<file path="config.mk">
export PLATFORM = sky130hd
export DESIGN_NAME = divider_taint_track_bitwise_flat
export DESIGN_NICKNAME = d
export VERILOG_FILES = /design/src/rtl/divider_taint_track_bitwise_if.sv /design/src/rtl/divider_taint_track_bitwise.sv /design/src/flat_wrapper.sv
export SDC_FILE = /design/constraint.sdc
export NUM_CORES = 1
export LEC_CHECK = 0
export BUFFER_PORTS_ARGS = -buffer_cell sky130_fd_sc_hd__buf_2
export CORE_MARGIN = 2
export CORE_UTILIZATION = 43
export DETAILED_ROUTE_END_ITERATION = 16
export MAX_ROUTING_LAYER = met4
export SLEW_MARGIN = 20
export SYNTH_ARGS = -nofsm -noshare
export SYNTH_HDL_FRONTEND = slang
export SYNTH_SLANG_ARGS = --single-unit
</file>
<file path="constraint.sdc">
create_clock -name clk -period 4.16 [get_ports clk]
set_clock_uncertainty 0.1 [all_clocks]
set_input_delay 0.208 -clock clk [delete_from_list [all_inputs] [get_ports clk]]
set_output_delay 0.208 -clock clk [all_outputs]
set_load 0.02 [all_outputs]
</file>
<file path="src/rtl/divider_taint_track_bitwise_if.sv">
// Request/result bundle for the taint-tracking restoring divider.
// The requester drives the operands and start; the divider returns the
// registered results and the completion pulse. Every data signal has a
// parallel per-bit taint signal with the suffix _t.
interface divider_taint_track_bitwise_if #(
    parameter int WIDTH = 8
);
    logic             start;
    logic             start_t;
    logic [WIDTH-1:0] dividend;
    logic [WIDTH-1:0] dividend_t;
    logic [WIDTH-1:0] divisor;
    logic [WIDTH-1:0] divisor_t;
    logic [WIDTH-1:0] quotient;
    logic [WIDTH-1:0] quotient_t;
    logic [WIDTH-1:0] remainder;
    logic [WIDTH-1:0] remainder_t;
    logic             quotientDone;
    logic             quotientDone_t;

    modport master (
        output start, start_t, dividend, dividend_t, divisor, divisor_t,
        input  quotient, quotient_t, remainder, remainder_t,
        input  quotientDone, quotientDone_t
    );

    modport slave (
        input  start, start_t, dividend, dividend_t, divisor, divisor_t,
        output quotient, quotient_t, remainder, remainder_t,
        output quotientDone, quotientDone_t
    );
endinterface

</file>
<file path="src/rtl/divider_taint_track_bitwise.sv">
// Constant-time restoring divider with bitwise taint tracking.
// One quotient bit per ITER cycle; WIDTH cycles from the start edge to DONE
// for every operand pair, including a zero divisor. Taint rides alongside
// the data without ever steering it.
module divider_taint_track_bitwise #(
    parameter int WIDTH = 8
) (
    input logic clk,
    input logic rst,
    divider_taint_track_bitwise_if.slave bus
);
    typedef enum logic [1:0] {IDLE, ITER, DONE} state_t;

    localparam int CW = (WIDTH > 2) ? $clog2(WIDTH) : 1;
    localparam logic [CW-1:0] LAST = CW'(WIDTH - 1);

    state_t           state;
    state_t           state_nx;
    logic [WIDTH-1:0] dvd;      // dividend shifting out, quotient shifting in
    logic [WIDTH-1:0] dvd_t;
    logic [WIDTH-1:0] dvs;
    logic [WIDTH-1:0] dvs_t;
    logic [WIDTH-1:0] rem;
    logic [WIDTH-1:0] rem_t;
    logic [CW-1:0]    cnt;
    logic             st_t;

    logic [WIDTH:0]   r_wide;
    logic [WIDTH:0]   r_wide_t;
    logic [WIDTH-1:0] r_sh;
    logic [WIDTH-1:0] r_sh_t;
    logic [WIDTH-1:0] diff;
    logic             q_bit;
    logic             c_t;
    logic [WIDTH-1:0] rem_nx;
    logic [WIDTH-1:0] rem_t_nx;
    logic [WIDTH-1:0] q_nx;
    logic [WIDTH-1:0] q_t_nx;

    // One restoring step and its taint propagation.
    // The partial remainder's top bit is always 0 while iterating, so the
    // compare is done one bit wider without changing its result. The remainder
    // taint is either all zeros or all ones, so OR-reducing the unshifted
    // register plus the incoming bit equals OR-reducing the shifted one.
    always_comb begin
        r_wide   = {rem, dvd[WIDTH-1]};
        r_wide_t = {rem_t, dvd_t[WIDTH-1]};
        r_sh     = r_wide[WIDTH-1:0];
        r_sh_t   = r_wide_t[WIDTH-1:0];
        q_bit    = (r_wide >= {1'b0, dvs});
        diff     = r_sh - dvs;
        c_t      = (|r_wide_t) | (|dvs_t);
        rem_nx   = q_bit ? diff : r_sh;
        rem_t_nx = r_sh_t | {WIDTH{c_t}};
        q_nx     = {dvd[WIDTH-2:0], q_bit};
        q_t_nx   = {dvd_t[WIDTH-2:0], c_t};
    end

    // State register.
    always_ff @(posedge clk or negedge rst) begin
        if (!rst) state <= IDLE;
        else      state <= state_nx;
    end

    // Next-state logic; start is only looked at in IDLE.
    always_comb begin
        state_nx = state;
        case (state)
            IDLE:    if (bus.start) state_nx = ITER;
            ITER:    if (cnt == LAST) state_nx = DONE;
            DONE:    state_nx = IDLE;
            default: state_nx = IDLE;
        endcase
    end

    // Operand load, iteration registers and result capture.
    always_ff @(posedge clk or negedge rst) begin
        if (!rst) begin
            dvd             <= '0;
            dvd_t           <= '0;
            dvs             <= '0;
            dvs_t           <= '0;
            rem             <= '0;
            rem_t           <= '0;
            cnt             <= '0;
            st_t            <= 1'b0;
            bus.quotient    <= '0;
            bus.quotient_t  <= '0;
            bus.remainder   <= '0;
            bus.remainder_t <= '0;
        end else begin
            case (state)
                IDLE: begin
                    if (bus.start) begin
                        dvd   <= bus.dividend;
                        dvd_t <= bus.dividend_t;
                        dvs   <= bus.divisor;
                        dvs_t <= bus.divisor_t;
                        rem   <= '0;
                        rem_t <= '0;
                        cnt   <= '0;
                        st_t  <= bus.start_t;
                    end
                end
                ITER: begin
                    dvd   <= q_nx;
                    dvd_t <= q_t_nx;
                    rem   <= rem_nx;
                    rem_t <= rem_t_nx;
                    cnt   <= cnt + 1'b1;
                    if (cnt == LAST) begin
                        bus.quotient    <= q_nx;
                        bus.remainder   <= rem_nx;
                        bus.quotient_t  <= st_t ? '1 : q_t_nx;
                        bus.remainder_t <= st_t ? '1 : rem_t_nx;
                    end
                end
                DONE: st_t <= 1'b0;
                default: ;
            endcase
        end
    end

    assign bus.quotientDone   = (state == DONE);
    assign bus.quotientDone_t = (state == DONE) & st_t;
endmodule

</file>
<file path="src/flat_wrapper.sv">
// flat-port wrapper written by rule: the top's interface ports become plain ports
module divider_taint_track_bitwise_flat 
#(
    parameter int WIDTH = 8
)
  (clk, rst, bus_start, bus_start_t, bus_dividend, bus_dividend_t, bus_divisor, bus_divisor_t, bus_quotient, bus_quotient_t, bus_remainder, bus_remainder_t, bus_quotientDone, bus_quotientDone_t);
  divider_taint_track_bitwise_if #(.WIDTH(WIDTH)) bus_i ();
  input logic clk;
  input logic rst;
  input wire logic [$bits(bus_i.start)-1:0] bus_start;
  input wire logic [$bits(bus_i.start_t)-1:0] bus_start_t;
  input wire logic [$bits(bus_i.dividend)-1:0] bus_dividend;
  input wire logic [$bits(bus_i.dividend_t)-1:0] bus_dividend_t;
  input wire logic [$bits(bus_i.divisor)-1:0] bus_divisor;
  input wire logic [$bits(bus_i.divisor_t)-1:0] bus_divisor_t;
  output wire logic [$bits(bus_i.quotient)-1:0] bus_quotient;
  output wire logic [$bits(bus_i.quotient_t)-1:0] bus_quotient_t;
  output wire logic [$bits(bus_i.remainder)-1:0] bus_remainder;
  output wire logic [$bits(bus_i.remainder_t)-1:0] bus_remainder_t;
  output wire logic [$bits(bus_i.quotientDone)-1:0] bus_quotientDone;
  output wire logic [$bits(bus_i.quotientDone_t)-1:0] bus_quotientDone_t;
  assign bus_i.start = bus_start;
  assign bus_i.start_t = bus_start_t;
  assign bus_i.dividend = bus_dividend;
  assign bus_i.dividend_t = bus_dividend_t;
  assign bus_i.divisor = bus_divisor;
  assign bus_i.divisor_t = bus_divisor_t;
  assign bus_quotient = bus_i.quotient;
  assign bus_quotient_t = bus_i.quotient_t;
  assign bus_remainder = bus_i.remainder;
  assign bus_remainder_t = bus_i.remainder_t;
  assign bus_quotientDone = bus_i.quotientDone;
  assign bus_quotientDone_t = bus_i.quotientDone_t;
  divider_taint_track_bitwise #(.WIDTH(WIDTH)) u_core (.clk(clk), .rst(rst), .bus(bus_i));
endmodule
</file>
* Yosys cells after proc, flatten, opt, wreduce, memory -nomap -nowiden
Cells that the tools add are included.
** Cells by class
- $add $sub $neg :: 2
- $lt $le $gt $ge :: 1
- Equal/unequal tests :: 5
- Multiplexer cells :: 17
- Bitwise operators :: 3
- Reduce and logical (&&, ||, !) cells :: 10
** Operators with widths (number)
- $pmux 8 s2 :: 4
- $mux 8 :: 6
- $reduce_and 2->1 :: 5
- $ge 9x8->1 :: 1
- $reduce_or 9->1 :: 1
- $or 8x8->8 :: 1
- $reduce_or 8->1 :: 1
- $sub 8x8->8 :: 1
- $pmux 3 s2 :: 1
- $mux 2 :: 2
- $pmux 2 s2 :: 1
- $reduce_bool 2->1 :: 2
- $add 3x1->3 const B :: 1
- $eq 3x3->1 const B :: 1
- $mux 3 :: 1
- $eq 2x1->1 const B :: 1
- $eq 2x2->1 const B :: 1
- $logic_not 2->1 :: 1
- $ne 2x1->1 const B :: 1
- $ne 2x2->1 const B :: 1
- $pmux 1 s2 :: 1
- $and 1x1->1 :: 1
- $mux 1 :: 1
- $or 1x1->1 :: 1
** Word-level totals
- Flip-flop bits (word level) :: 86
- Output and inout bits :: 34

* Depth between registers and ports, before layout
- Word-level depth :: 4
- Gate-level depth with buffers :: 9

* Worst setup path after synthesis
Ideal clock, no wire load.
- Kind :: flip-flop to flip-flop
- Start :: reg u_core.dvs[1]
- End :: reg u_core.bus.remainder[1]
- Data arrival time :: 2.126 ns
- Required time :: 3.977 ns
- Setup slack :: 1.851 ns
- Stages on the path, launching flop included :: 10
- Buffers on the path :: 1
- Period minus slack after synthesis :: 2.309 ns
- Cells stage by stage :: dfrtp_1 > inv_1 > ha_1 > nor2b_1 > o31a_1 > or3_1 > a21oi_2 > buf_6 > mux2_1 > o21ai_0
** On the way
- Word-level cells in the longest chain between the ends :: 2
- Elaborated cells between the ends (all ways) :: 3
- Classes of those cells :: add/sub: 1; order compare: 1; mux: 1
** RTL lines
- from (decl) :: RTL line divider_taint_track_bitwise.sv:21 : logic [WIDTH-1:0] dvs;
- from (signal assigned) :: RTL line divider_taint_track_bitwise.sv:97 : dvs <= bus.divisor;
- $sub 8x8->8 / $ge 9x8->1 (equally long branches) :: RTL line divider_taint_track_bitwise.sv:51, divider_taint_track_bitwise.sv:50
- $mux 8 (*) :: RTL line divider_taint_track_bitwise.sv:53 : rem_nx = q_bit ? diff : r_sh;
- to (signal assigned) :: RTL line divider_taint_track_bitwise.sv:113 : bus.remainder <= rem_nx;
- to (decl) :: RTL line divider_taint_track_bitwise_if.sv:29 : output quotient, quotient_t, remainder, remainder_t,
Mark *: on every way between the ends. The rest lies on a longest branch, timed or not.
A chain may end at the register's enable or synchronous reset.

* Worst setup path in the final report
- Start :: reg u_core.dvs[1]
- End :: reg u_core.rem[1]
** On the way
- Word-level cells in the longest chain between the ends :: 3
- Elaborated cells between the ends (all ways) :: 4
- Classes of those cells :: add/sub: 1; order compare: 1; mux: 2
** RTL lines
- $sub 8x8->8 / $ge 9x8->1 (equally long branches) :: RTL line divider_taint_track_bitwise.sv:51, divider_taint_track_bitwise.sv:50
- $mux 8 (*) :: RTL line divider_taint_track_bitwise.sv:53
- $pmux 8 s2 (*) :: RTL line divider_taint_track_bitwise.sv:92 : case (state)
- to (signal assigned) :: RTL line divider_taint_track_bitwise.sv:108 : rem <= rem_nx;
- to (decl) :: RTL line divider_taint_track_bitwise.sv:23 : logic [WIDTH-1:0] rem;
Marks and branches as above.

==> results.yml <==
cts:
  cts_tree: "built"
  clock-sinks: 86
  cts-resized-gates: 0
  cts-buffers-inserted: 9
  cts-root-buf: "clkbuf_8"
  clk_latency_ns: 0.36
  htreeDepth: 3
  post_cts_buffers: 0
  path_clk_slew_ns: 0.09
  post_cts_hold_buffer_count: 20
  cts_max_path_buffers: 2
sta:
  worstMarginPinSlew_ns: 1.008
  maxSlewViolCount: 0
  finalHoldViolations: 0
  fmax_mhz: 367.2
  rsz0062_at_grt: "no"
  max_slew_margin_pct: 32.74
  setup_tns_ns: 0
  setup_viol: 0
  fin_crit_sh_pct: 65.47
  fin_crit_ns: 2.723
hold_path:
  hold_start: "bus_dividend[1]"
  hold_path_class: "primary input to flop"
  hold-path-endpoint: "u_core.dvd[1]"
  min_path_cells: 3
power:
  pwr-share-seq_pct: 38.0
  ir_drop_uv: 285.8
  p_sw_share_pct: 41.73
  power_density_nw_per_um2: 848.7
  power_frac_clock_pct: 15.3
  p_sw_mw: 1.646
  cellLeakagePower_nw: 2.172
  intPower_mw: 2.299
  combPwrFrac_pct: 46.7
synth:
  synth-main-ff-cell: "dfrtp_1"
  ys_types: 44
  synth.cell_area_um2: 3812
  yosys_register_bits: 86
  ys_seq_area_share_pct: 56.45
  synthMostInstantiatedCell: "dfrtp_1"
  synth_top_cell_by_area: "dfrtp_1"
  syn_avg_cell_area_um2: 10.39
  yosysTopAreaCellShare_pct: 56.45
  netlist_instances: 367
  synth_async_sr_flop_share_pct: 100.0
  synth_edf_count: 0
  syn_nets: 414
  yosys-top-cells-count: "dfrtp_1 (86), nand2_1 (76), o21ai_0 (45)"
  yosysWarningCount: 0
  synth_area_leaders: "dfrtp_1 (56%), nand2_1 (7.5%), o21ai_0 (5.9%)"
route:
  via_count: 2889
  post_drt_wl_per_cell_um: 14.49
  viasPerCell: 5.104
  routed_wl_mm: 8.199
  drt-initial-drc-count: 118
  firstDrtPassIters: 4
  detail-route-antenna-nets: 0
  drc: 0
worst_setup_path:
  cp.required_ns: 4.32
  path_max_fanout: 11
  worstSetupStartpointType: "flop"
  endpoint_kind: "flop"
  reg2reg_depth: 8
  arrival_ns: 2.88
  ff2ff_setup_slack_ns: 1.44
  r2r-end: "u_core.rem[1]"
  crit_type: "flop to flop"
  r2r-start: "u_core.dvs[1]"
floorplanning:
  fp.dieH_um: 98.16
  pin_count: 70
  start_util_pct: 43.93
  die_x_um: 98.16
  dieArea_um2: 9635
  num_rows: 34
  core_area_um2: 8678
cells_and_area:
  final_core_util_pct: 53.56
  antennaDiodeCount: 0
  area_growth_pct: 21.92
  layout.nets: 500
  layout-drive-gt1-share_pct: 23.58
  nFillCells: 819
placed_design:
  io_buffers: 69
  finalWeightedCongestion: 0.8689
  dp_hpwl_mm: 5.768
status:
  status: "completed"
flow_run:
  max-cap-violations: 0
global_routing:
  grt_pass1_vias: 2749
  antenna_found_initial: 0
  grtUsageTotal_pct: 18.62
  grt_pass1_wl_mm: 13.93
  grt_max_degree: 48
  overflow: 0
## cells in the final DEF, fill, tap and decap left out, drive strengths merged, types with 4 or more instances in the layout
cell type and instances:
dfrtp 86, nand2 76, buf 74, o21ai 47, nor2 26, dlygate4sd3 20, mux2i 18, inv 14
mux2 11, ha 10, clkbuf 9, o21a 7, a221o 6, nor3 6, nor2b 4, a21oi 4
## logic make-up (layout without fill, tap and decap cells)
logic type | after synthesis | after routing | share of synthesized area [%]
adder cells (fa/ha/maj) | 11 | 11 | 3.807
multiplexers | 29 | 29 | 7.975
XOR/XNOR | 2 | 2 | 0.4596
flip-flops | 86 | 86 | 56.45
AND/OR/NAND/NOR | 129 | 129 | 14.70
AO/OA/AOI/OAI | 80 | 80 | 13.16
buffers and inverters | 30 | 121 | 3.446
## worst max-delay path by stage
stage	cells past startpoint	to	slack (ns)	startpoint
after floorplan	9	u_core.bus.remainder[1]	1.85	u_core.dvs[1]
after global placement	7	u_core.rem[1]	1.50	u_core.rem[0]
after detailed placement	8	u_core.rem[1]	1.46	u_core.dvs[1]
after CTS	8	u_core.rem[1]	1.45	u_core.dvs[1]
after global routing	8	u_core.rem[0]	1.22	u_core.dvs[1]
final	8	u_core.rem[1]	1.44	u_core.dvs[1]
## registers in the layout, indices dropped and copies added (netlist names), 2 cells and up
name,flops
u_core.bus.quotient,8
u_core.bus.quotient_t,8
u_core.bus.remainder,8
u_core.bus.remainder_t,8
u_core.dvd,8
u_core.dvd_t,8
u_core.dvs,8
u_core.dvs_t,8
u_core.rem,8
u_core.rem_t,8
u_core.cnt,3
u_core.state,2
## critical path, cell delays in order, from the launching register on
cell	delay, ns
dfrtp_1	0.40
inv_1	0.09
ha_1	0.23
nor2b_1	0.15
o31a_1	0.29
or3_1	0.33
a21oi_2	0.49
mux2_1	0.40
o21ai_0	0.15
## through the flow
stage / power (mW) / hold WS, ns / cell area (µm²) / worst slack, ns / cells
finish: 3.945 / 0.04374 / 4648 / 1.437 / 566
global route: 4.312 / 0.05590 / 4648 / 1.220 / 566
CTS: 3.979 / 0.03289 / 4648 / 1.445 / 566
detailed placement: 3.360 / 0.1536 / 4247 / 1.460 / 530
global placement: 3.305 / 0.1567 / 4247 / 1.500 / 530
floorplan: 2.866 / -0.1876 / 3812 / 1.851 / 367
## metal layers
layer	share of wire, %	vias to the layer above	GRT usage (%)
li1	-	1430	-
met5	0	-	-
met4	1.2	0	6.322
met1	50	1371	28.22
met2	44	79	25.08
met3	4.8	9	3.508
## area by class of cell
cell class	count	area, µm²	share of cell area [%]
sequential	86	2152	46.30
multi-input combinational	251	1533	32.97
timing repair buffer	94	585.6	12.60
tap	108	135.1	2.907
clock buffer	9	123.9	2.665
clock inverter	7	77.57	1.669
inverter	11	41.29	0.8883
## power groups by stage
| stage | registers (mW) | logic [mW] | clock network [mW] |
|---|---|---|---|
| 2_1_floorplan | 1.63 | 1.24 | 0 |
| 3_3_place_gp | 1.51 | 1.79 | 0 |
| 3_5_place_dp | 1.52 | 1.84 | 0 |
| 4_1_cts | 1.51 | 1.85 | 0.620 |
| 5_1_grt | 1.56 | 2.09 | 0.663 |
| 6_report | 1.50 | 1.84 | 0.602 |
Note: power is estimated with default switching activity, not from simulation.
